$ cat src/rtl/agc_gain_update.sv
// agc_gain_update: AGC loop filter, gain += (ref - env) * alpha, clamped, 3-cycle pipeline
// Ports: clk, reset (sync, active-high); i_enable starts/freezes tracking; i_alpha loop step;
// i_reference target level; s_env_data/s_env_valid envelope samples; m_gain_data/m_gain_valid gain
// and update pulse; o_sat last update clamped; o_locked lock flag (only with AGC_LOCK_DET_EN).
module agc_gain_update #(
  parameter int W_REF     = 16,
  parameter int F_REF     = 14,
  parameter int W_ALPHA   = 16,
  parameter int F_ALPHA   = 14,
  parameter int W_GAIN    = 10,
  parameter int F_GAIN    = 6,
  parameter int GAIN_INIT = 64,
  parameter int GAIN_MIN  = 1,
  parameter int GAIN_MAX  = 1023,
  parameter int LOCK_TOL  = 256,
  parameter int LOCK_CNT  = 16
) (
  input  logic               clk,
  input  logic               reset,
  input  logic               i_enable,
  input  logic [W_ALPHA-1:0] i_alpha,
  input  logic [W_REF-1:0]   i_reference,
  input  logic [W_REF-1:0]   s_env_data,
  input  logic               s_env_valid,
  output logic [W_GAIN-1:0]  m_gain_data,
  output logic               m_gain_valid,
  output logic               o_sat,
  output logic               o_locked
);
  localparam int WE = W_REF + 1;
  localparam int WP = W_REF + 1 + W_ALPHA;
  localparam int SH = F_REF + F_ALPHA - F_GAIN;
  localparam int WS = (WP > W_GAIN ? WP : W_GAIN) + 1;
  localparam logic signed [WS-1:0] MIN_S = WS'(GAIN_MIN);
  localparam logic signed [WS-1:0] MAX_S = WS'(GAIN_MAX);
  typedef enum logic [1:0] {IDLE, TRACK, FREEZE} state_t;
  state_t state, state_nxt;
  logic accept, v1, v2, sat_nxt;
  logic signed [WE-1:0] err_c, err_r;
  logic signed [WP-1:0] err_x, alpha_x, prod_r, delta;
  logic signed [WS-1:0] sum;
  logic [W_GAIN-1:0] gain_nxt;
  always_comb begin
    state_nxt = state == TRACK ? (i_enable ? TRACK : FREEZE) : (i_enable ? TRACK : state);
    accept = s_env_valid && state == TRACK;
    err_c = $signed({1'b0, i_reference}) - $signed({1'b0, s_env_data});
    err_x = {{W_ALPHA{err_r[WE-1]}}, err_r};
    alpha_x = {{WE{1'b0}}, i_alpha};
    delta = prod_r >>> SH;
    // full-width sum so clamping sees the true result before truncation
    sum = {{(WS-WP){delta[WP-1]}}, delta} + {{(WS-W_GAIN){1'b0}}, m_gain_data};
    sat_nxt = sum < MIN_S || sum > MAX_S;
    gain_nxt = sum < MIN_S ? W_GAIN'(GAIN_MIN) : sum > MAX_S ? W_GAIN'(GAIN_MAX) : sum[W_GAIN-1:0];
  end
  always_ff @(posedge clk) begin
    if (reset) begin
      state <= IDLE;
      v1 <= 1'b0;
      v2 <= 1'b0;
      m_gain_valid <= 1'b0;
      o_sat <= 1'b0;
      m_gain_data <= W_GAIN'(GAIN_INIT);
    end else begin
      state <= state_nxt;
      v1 <= accept;
      v2 <= v1;
      m_gain_valid <= v2;
      if (v2) begin
        m_gain_data <= gain_nxt;
        o_sat <= sat_nxt;
      end
    end
  end
  always_ff @(posedge clk) begin
    err_r <= err_c;
    prod_r <= err_x * alpha_x;
  end
`ifdef AGC_LOCK_DET_EN
  localparam int WC = $clog2(LOCK_CNT + 1);
  logic [WC-1:0] cnt;
  logic [WE-1:0] err_abs;
  assign err_abs = err_c[WE-1] ? -err_c : err_c;
  // counter only moves on accepted samples, so it naturally holds in FREEZE
  always_ff @(posedge clk) begin
    if (reset) begin
      cnt <= '0;
      o_locked <= 1'b0;
    end else begin
      if (accept) cnt <= err_abs <= WE'(LOCK_TOL) ? (cnt == WC'(LOCK_CNT) ? cnt : cnt + 1'b1) : '0;
      o_locked <= cnt == WC'(LOCK_CNT);
    end
  end
`else
  assign o_locked = 1'b0;
`endif
endmodule

$ cat config.mk
export PLATFORM = sky130hd
export DESIGN_NAME = agc_gain_update
export DESIGN_NICKNAME = d
export VERILOG_FILES = /design/src/rtl/agc_gain_update.sv
export SDC_FILE = /design/constraint.sdc
export NUM_CORES = 1
export LEC_CHECK = 0
export BUFFER_PORTS_ARGS = -buffer_cell sky130_fd_sc_hd__buf_4
export CORE_MARGIN = 2
export CORE_UTILIZATION = 35
export CTS_BUF_LIST = sky130_fd_sc_hd__clkbuf_4 sky130_fd_sc_hd__clkbuf_8
export CTS_CLUSTER_SIZE = 40
export DETAILED_ROUTE_END_ITERATION = 7
export PLACE_DENSITY = 0.59
export SLEW_MARGIN = 20
export SYNTH_ARGS = -nofsm -noshare
export SYNTH_HDL_FRONTEND = slang
export SYNTH_SLANG_ARGS = --single-unit
$ cat constraint.sdc
create_clock -name clk -period 7 [get_ports clk]
set_clock_uncertainty 0.2 [all_clocks]
set_input_delay 0 -clock clk [delete_from_list [all_inputs] [get_ports clk]]
set_output_delay 0 -clock clk [all_outputs]
set_load 0.01 [all_outputs]
== Word level (Yosys, flattened, before mapping) ==
Cells that the tools add are included.
Widths: inputs -> output; s select.

* Register bits after elaboration: 66
* Output and inout bits: 13
* Word-level logic and storage cells: 22

* Add/sub/neg operators: 2
* Multiply operators: 1
* Magnitude comparators: 2
* Equal/unequal tests: 1
* Multiplexer cells: 5
* Reduce and logical (&&, ||, !) cells: 3

{| class="wikitable"
|+ Operator list
! operator !! count
|-
| $mul 17x17->33 || 1
|-
| $mux 10 || 2
|-
| $sub 16x16->17 || 1
|-
| $add 11x11->12 || 1
|-
| $gt 12x11->1 const B || 1
|-
| $lt 12x2->1 const B || 1
|-
| $mux 2 || 3
|-
| $eq 2x1->1 const B || 1
|-
| $reduce_bool 2->1 || 1
|-
| $logic_and 1x1->1 || 1
|-
| $logic_or 1x1->1 || 1
|}

== Depth between registers and ports, before layout ==
Gate-level depths: netlist of the first run.

* Depth in word-level cells: 4
* Mapped depth: 23

== Least setup slack after synthesis of the first run ==
OpenSTA, ideal clock, no wires.

* Path kind: reg-to-reg
* From: reg err_r[16]
* To: reg prod_r[32]
* Setup time: 0.072 ns
* Arrival time: 5.714 ns
* Setup slack: 1.014 ns
* Cell stages (with the launch flop): 20
* Buffers on the path: 1
* Period minus slack after synthesis: 5.986 ns
* Cell sequence: dfxtp_1 -> nand2_1 -> inv_1 -> fa_1 -> inv_1 -> fa_1 -> fa_1 -> fa_1 -> fa_1 -> fa_1 -> inv_1 -> ha_1 -> clkbuf_1 -> a21o_1 -> a2111oi_0 -> a21oi_1 -> a21o_1 -> a41o_1 -> o31ai_2 -> xnor2_1

* Longest elaborated chain between the ends: 1

{| class="wikitable"
|+ RTL lines
! element !! RTL line !! RTL
|-
| start, declared || 39 || <nowiki>logic signed [WE-1:0] err_c, err_r;</nowiki>
|-
| start signal, assigned || 75 || <nowiki>err_r <= err_c;</nowiki>
|-
| $mul 17x17->33 || 76 || <nowiki>prod_r <= err_x * alpha_x;</nowiki>
|-
| end signal, assigned || 76 ||
|-
| end, declared || 40 || <nowiki>logic signed [WP-1:0] err_x, alpha_x, prod_r, delta;</nowiki>
|}

No other way between the ends.
A chain may end at the register's enable or synchronous reset.

== Worst setup path in the final report of the first run ==
Ends and elaborated chain as after synthesis.

==> results of run 1 <==
==> flip-flops by register name (all words and copies together), names as in the netlist <==
name          flops
err_r            17
m_gain_data      10
v2                1
m_gain_valid      1
o_sat             1
prod_r           11
state             2
v1                1
==> worst max-delay path by stage <==
stage / from / end / slack, ps / cells after the start
after CTS: err_r[16]$_DFF_P_ / prod_r[32]$_DFF_P_ / 510 / 18
after floorplan: err_r[16]$_DFF_P_ / prod_r[32]$_DFF_P_ / 1010 / 19
after detailed placement: err_r[16]$_DFF_P_ / prod_r[32]$_DFF_P_ / 530 / 18
final: err_r[16]$_DFF_P_ / prod_r[32]$_DFF_P_ / 540 / 18
after global placement: err_r[16]$_DFF_P_ / prod_r[32]$_DFF_P_ / 630 / 18
after global routing: err_r[16]$_DFF_P_ / prod_r[32]$_DFF_P_ / 90 / 18
==> worst register-to-register path, delay by kind of cell, from the launching register on <==
kind / cells / cell delay (ps)
simple gates: 1 / 170
flops: 1 / 420
buf+inv: 3 / 280
xor+xnor: 1 / 140
fa+ha+maj: 7 / 3780
compound gates: 6 / 1400
==> logic make-up (layout without fill, tap and decap cells) <==
kind of cell	count (synthesis)	in the layout	synth area share [%]
AND/OR/NAND/NOR	359	359	14.5
flip-flops	44	44	7.24
buffers and inverters	417	499	13.0
adder cells (fa/ha/maj)	382	382	56.2
XOR/XNOR	39	39	2.81
other	1	1	0.0308
AO/OA/AOI/OAI	112	112	6.18
multiplexers	1	1	0.0822
==> cells in the final DEF, fill, tap and decap left out, types with 2 or more instances in the layout <==
master	count
nand2_1	162
o31ai_2	3
nand3_1	4
and3_1	4
a41o_1	2
xnor2_1	31
o21bai_1	2
o41ai_1	2
a2111oi_0	3
a21o_2	2
and2_1	130
nor2_1	28
nor3_1	10
o21a_1	6
o2111ai_1	2
buf_4	77
nand4_1	4
nand2b_1	5
o211ai_1	2
xor2_1	8
dlygate4sd3_1	40
fa_1	274
ha_1	108
nor2b_1	5
clkbuf_8	5
o31ai_1	2
a31oi_1	5
a211oi_1	2
dfxtp_1	44
a22oi_1	3
a21oi_1	33
a21o_1	9
o21ai_0	22
nand3b_1	2
inv_1	374
==> through the flow <==
step	instance area (µm²)	std cells	setup slack, ps	hold slack (ps)
5_1_grt	13700	1892	90.7	31.0
4_1_cts	13700	1892	508	2.36
2_1_floorplan	12200	1355	1010	-132
3_3_place_gp	13100	1844	634	-22.9
3_5_place_dp	13100	1844	530	-12.0
6_report	13700	1892	538	9.04
==> final cells by class <==
type                       instances  area, µm²  area share [%]
multi-input combinational        894       9710            71.1
clock inverter                     3       46.3           0.339
timing repair buffer             117        978            7.16
sequential                        44        881            6.45
tap                              455        569            4.17
inverter                         374       1400            10.3
clock buffer                       5       68.8           0.504
==> layer usage <==
layer  vias up  GRT usage (%)  wire length [µm]
met5         -              0                 0
met4         0           5.34               793
met3        44           1.18               801
met2       163           31.6             14500
met1      4467           20.9             12000
li1       4134              -                 -
==> what timing repair did <==
action / in CTS / in global routing
endpoints found under the setup margin: 0 / 0
hold endpoints to repair: 32 / 0
hold buffers: 40 / 0
==> flow_summary.json, run 1 <==
{
  "min_period_over_period_pct": 92.3,
  "ys_ff_latch": 44,
  "ff2ff_setup_slack_ps": 540,
  "path_class": "flip-flop to flip-flop",
  "num_rows": 68,
  "grt_use_total_pct": 17.0,
  "routed_wl_mm": 28.1,
  "cpPeakStageDelay_ps": 750,
  "synth_seq_area_share_pct": 7.24,
  "synthesis.nets": 1789,
  "nets": 1870,
  "clkSinkCount": 44,
  "io_pins": 65,
  "slowest_stage": "fa_1",
  "hpwlAfterDp_mm": 23.5,
  "yosys.area.top_type_share_pct": 45.1,
  "path_clk_slew_ps": 100,
  "synthesis.area_mm2": 0.0122,
  "fmax_ghz": 0.155,
  "yosys.area.top_type": "fa_1",
  "cts_root_buf": "clkbuf_8",
  "worst_pin_slew_ps": 944,
  "grt_max_degree": 18,
  "crit_path_end_kind": "flip-flop",
  "cp_common_cell": "fa_1",
  "synthTopCellsByCount": "374 x inv_1, 274 x fa_1, 162 x nand2_1, 130 x and2_1, 108 x ha_1",
  "drv_cap": 0,
  "die_y_um": 190,
  "postSynthCellCount": 1355,
  "synthDistinctLibCells": 55,
  "floorplan.initialDensity_pct": 35.4,
  "hold_path.class": "input pin to flip-flop",
  "n_fill_cell": 3483,
  "worstSkewPairLatency_ps": 330,
  "worstPathMaxFanout": 7,
  "cp.required_ps": 7060,
  "r2r-start": "err_r[16]$_DFF_P_",
  "crit_chain": "nand2_1, inv_1, fa_1, inv_1, fa_1, fa_1, fa_1, fa_1, fa_1, inv_1, ha_1, a21o_1, a2111oi_0, a21oi_1, a21o_1, a41o_1, o31ai_2, xnor2_1",
  "ant_nets": 0,
  "grt_antenna_before_repair": 0,
  "via_count": 8808,
  "vias_per_cell": 4.66,
  "fin_setup_tns_ps": 0,
  "timing.rr.end": "prod_r[32]$_DFF_P_",
  "ys.warnings.count": 0,
  "syn_to_final_growth_pct": 12.2,
  "diodes": 0,
  "grt_pass1_wl_mm": 49.0,
  "core_mm2": 0.0344,
  "grt_pass1_vias": 10100,
  "cts-htree-levels": 2,
  "slew_headroom_pct": 36.1,
  "cp_top_family": "adder cells",
  "firstDrtPassIters": 5,
  "setup_violations": 0,
  "cts_buffer_depth": 2,
  "synth-edff-count": 0,
  "hold_viol_final": 0,
  "dieArea_mm2": 0.0363,
  "chipWidth_um": 190,
  "routedWlPerCell_um": 14.8,
  "drive_gt1_share_pct": 6.68,
  "whs_path_depth": 4,
  "async_flop_share_pct": 0,
  "gp_congestion": 0.826,
  "synthFlopType": "dfxtp_1",
  "cp-start-kind": "flip-flop",
  "ctsResizeCount": 0,
  "portBuffers": 63,
  "slew_violations": 0,
  "synth_area_leaders": "fa_1 45%, inv_1 12%, ha_1 11%",
  "avgSynthCellArea_um2": 8.98,
  "drc": 0,
  "tritoncts": "built",
  "min_to": "err_r[12]$_DFF_P_",
  "period_needed_ps": 6460,
  "drt_iter0_drc": 339,
  "postCtsSetupBuffers": 0,
  "cts_buffers": 5,
  "status": "finished, final reports clean",
  "rr_worst_depth": 18,
  "min_from": "s_env_data[12]",
  "fin_util_pct": 39.7,
  "worstPathArrival_ps": 6520,
  "path_buf_inv": 3,
  "grt_overflow": 0,
  "rsz0062_at_grt": "no",
  "yosysMostFrequentCell": "inv_1"
}
Power of run 1 is left out: the tool's default activity adds up to more than one toggle a clock period on the data nets, which glitch-free logic cannot reach.
==> run 2: changes to the inputs <==
Clock period 7 ns to 6.4 ns, I/O delays scaled along.
==> run 2 against run 1 <==
Compared with the run above:
- utilization up 0.27 points
- non-clock buffer count up 9
- die area unchanged
- setup slack worse by 230 ps
- critical path depth up 1
- final area up 0.68%
- sequential share of layout area about the same
- clock-buffer cell count unchanged
- maximum frequency up 6.1%
- wire length down 0.31%
- flip-flop and latch count unchanged
- critical endpoint unchanged
==> flow_summary.json, run 2 (synthesized netlist as in run 1, its figures left out) <==
{
  "cp-start-kind": "flip-flop",
  "die_y_um": 190,
  "largest_register_ffs": 17,
  "syn_to_final_growth_pct": 13.0,
  "crit_start": "err_r[13]$_DFF_P_",
  "crit_path_end_kind": "flip-flop",
  "routedWlPerCell_um": 14.7,
  "drv_cap": 0,
  "worstPathMaxFanout": 10,
  "top_regs": "err_r x17, prod_r x11, m_gain_data x10",
  "drc": 0,
  "period_needed_ps": 6090,
  "grt_pass1_wl_mm": 48.3,
  "floorplan.initialDensity_pct": 35.4,
  "cts_buffers": 5,
  "gp_congestion": 0.843,
  "worst_pin_slew_ps": 1000,
  "path_clk_slew_ps": 100,
  "ant_nets": 0,
  "whs_path_depth": 5,
  "min_from": "s_env_data[14]",
  "drive_gt1_share_pct": 7.88,
  "grt_use_total_pct": 16.8,
  "drt_iter0_drc": 310,
  "nets": 1879,
  "worstSkewPairLatency_ps": 340,
  "chipWidth_um": 190,
  "num_rows": 68,
  "status": "finished, final reports clean",
  "hold_path.class": "input pin to flip-flop",
  "cts_root_buf": "clkbuf_8",
  "tritoncts": "built",
  "portBuffers": 63,
  "hpwlAfterDp_mm": 23.4,
  "core_mm2": 0.0344,
  "grt_overflow": 0,
  "stdcell_count": 1901,
  "fmax_ghz": 0.164,
  "clkSinkCount": 44,
  "cp_common_cell": "fa_1",
  "min_period_over_period_pct": 95.2,
  "cts-htree-levels": 2,
  "regMostFlops": "err_r",
  "rr_worst_depth": 19,
  "rsz0062_at_grt": "no",
  "r2r-start": "err_r[13]$_DFF_P_",
  "routed_wl_mm": 28.0,
  "slew_headroom_pct": 32.4,
  "path_class": "flip-flop to flip-flop",
  "fin_setup_tns_ps": 0,
  "dpl_worst_slack_ps": 61.2,
  "slew_violations": 0,
  "io_pins": 65,
  "dieArea_mm2": 0.0363,
  "grt_antenna_before_repair": 0,
  "mostFrequentLayoutCell": "inv_1",
  "via_count": 8757,
  "timing.hold.ws_ps": 52.6,
  "final_cell_mix": "374 x inv_1, 272 x fa_1, 162 x nand2_1",
  "setup_violations": 0,
  "crit_chain": "nand2_1, fa_1, inv_1, fa_1, fa_1, fa_1, fa_1, inv_1, fa_1, inv_1, ha_1, nor4_1, o211ai_1, a21oi_1, o22ai_1, buf_4, a41o_1, o31ai_2, xnor2_1",
  "cpPeakStageDelay_ps": 640,
  "fin_ws_ps": 309,
  "diodes": 0,
  "cts_buffer_depth": 2,
  "hold_viol_final": 0,
  "worstPathArrival_ps": 6150,
  "n_fill_cell": 3567,
  "cp.required_ps": 6460,
  "placed_cells": 1851,
  "slowest_stage": "dfxtp_1",
  "vias_per_cell": 4.61,
  "grt_pass1_vias": 9757,
  "grt_max_degree": 18,
  "firstDrtPassIters": 5
}
## run 2: changes by cell type in the layout (fill, tap and decap cells not counted), sizes merged
cell / delta
dlygate4sd3: +1
buf: +8
## run 2: repair_timing
item	in CTS	in global routing
gates resized for setup	0	10
hold endpoints to repair	32	0
buffers inserted	0	1
setup endpoints to repair	0	7
hold buffers	41	0
## run 2: worst paths after layout
path	slack (ps)	to
worst max-delay path	310	prod_r[32]$_DFF_P_
worst min-delay path	50	err_r[16]$_DFF_P_
worst max register to register	310	prod_r[32]$_DFF_P_
worst min register to register	250	v2$_SDFF_PP0_
## run 2: through the flow
stage / instance area (µm²) / util (%)
detailed placement: 13200 / 38.4
global placement: 13200 / 38.4
floorplan: 12200 / -
finish: 13800 / 40.0
CTS: 13700 / 39.9
global route: 13800 / 40.0
## run 2: critical path: cells and delay by family (launching register included)
family / cells / cell delay (ps)
fa+ha+maj: 7 / 3310
compound gates: 5 / 960
flops: 1 / 640
simple gates: 2 / 400
buf+inv: 4 / 360
xor+xnor: 1 / 140
## run 2: cell type report
type | count | area, µm² | area share [%]
Clock buffer | 5 | 68.8 | 0.500
Sequential cell | 44 | 890 | 6.47
Timing Repair Buffer | 126 | 1050 | 7.62
Multi-Input combinational cell | 894 | 9730 | 70.7
Tap cell | 455 | 569 | 4.14
Inverter | 374 | 1400 | 10.2
Clock inverter | 3 | 46.3 | 0.337
## run 2: per-layer routing
metal | track usage [%] | routed length, µm | vias to the layer above
met2 | 30.5 | 14200 | 141
li1 | - | - | 4152
met1 | 21.6 | 12400 | 4436
met4 | 4.38 | 544 | 0
met5 | 0 | 0 | -
met3 | 1.14 | 816 | 28
Power of run 2 is left out for the same reason.
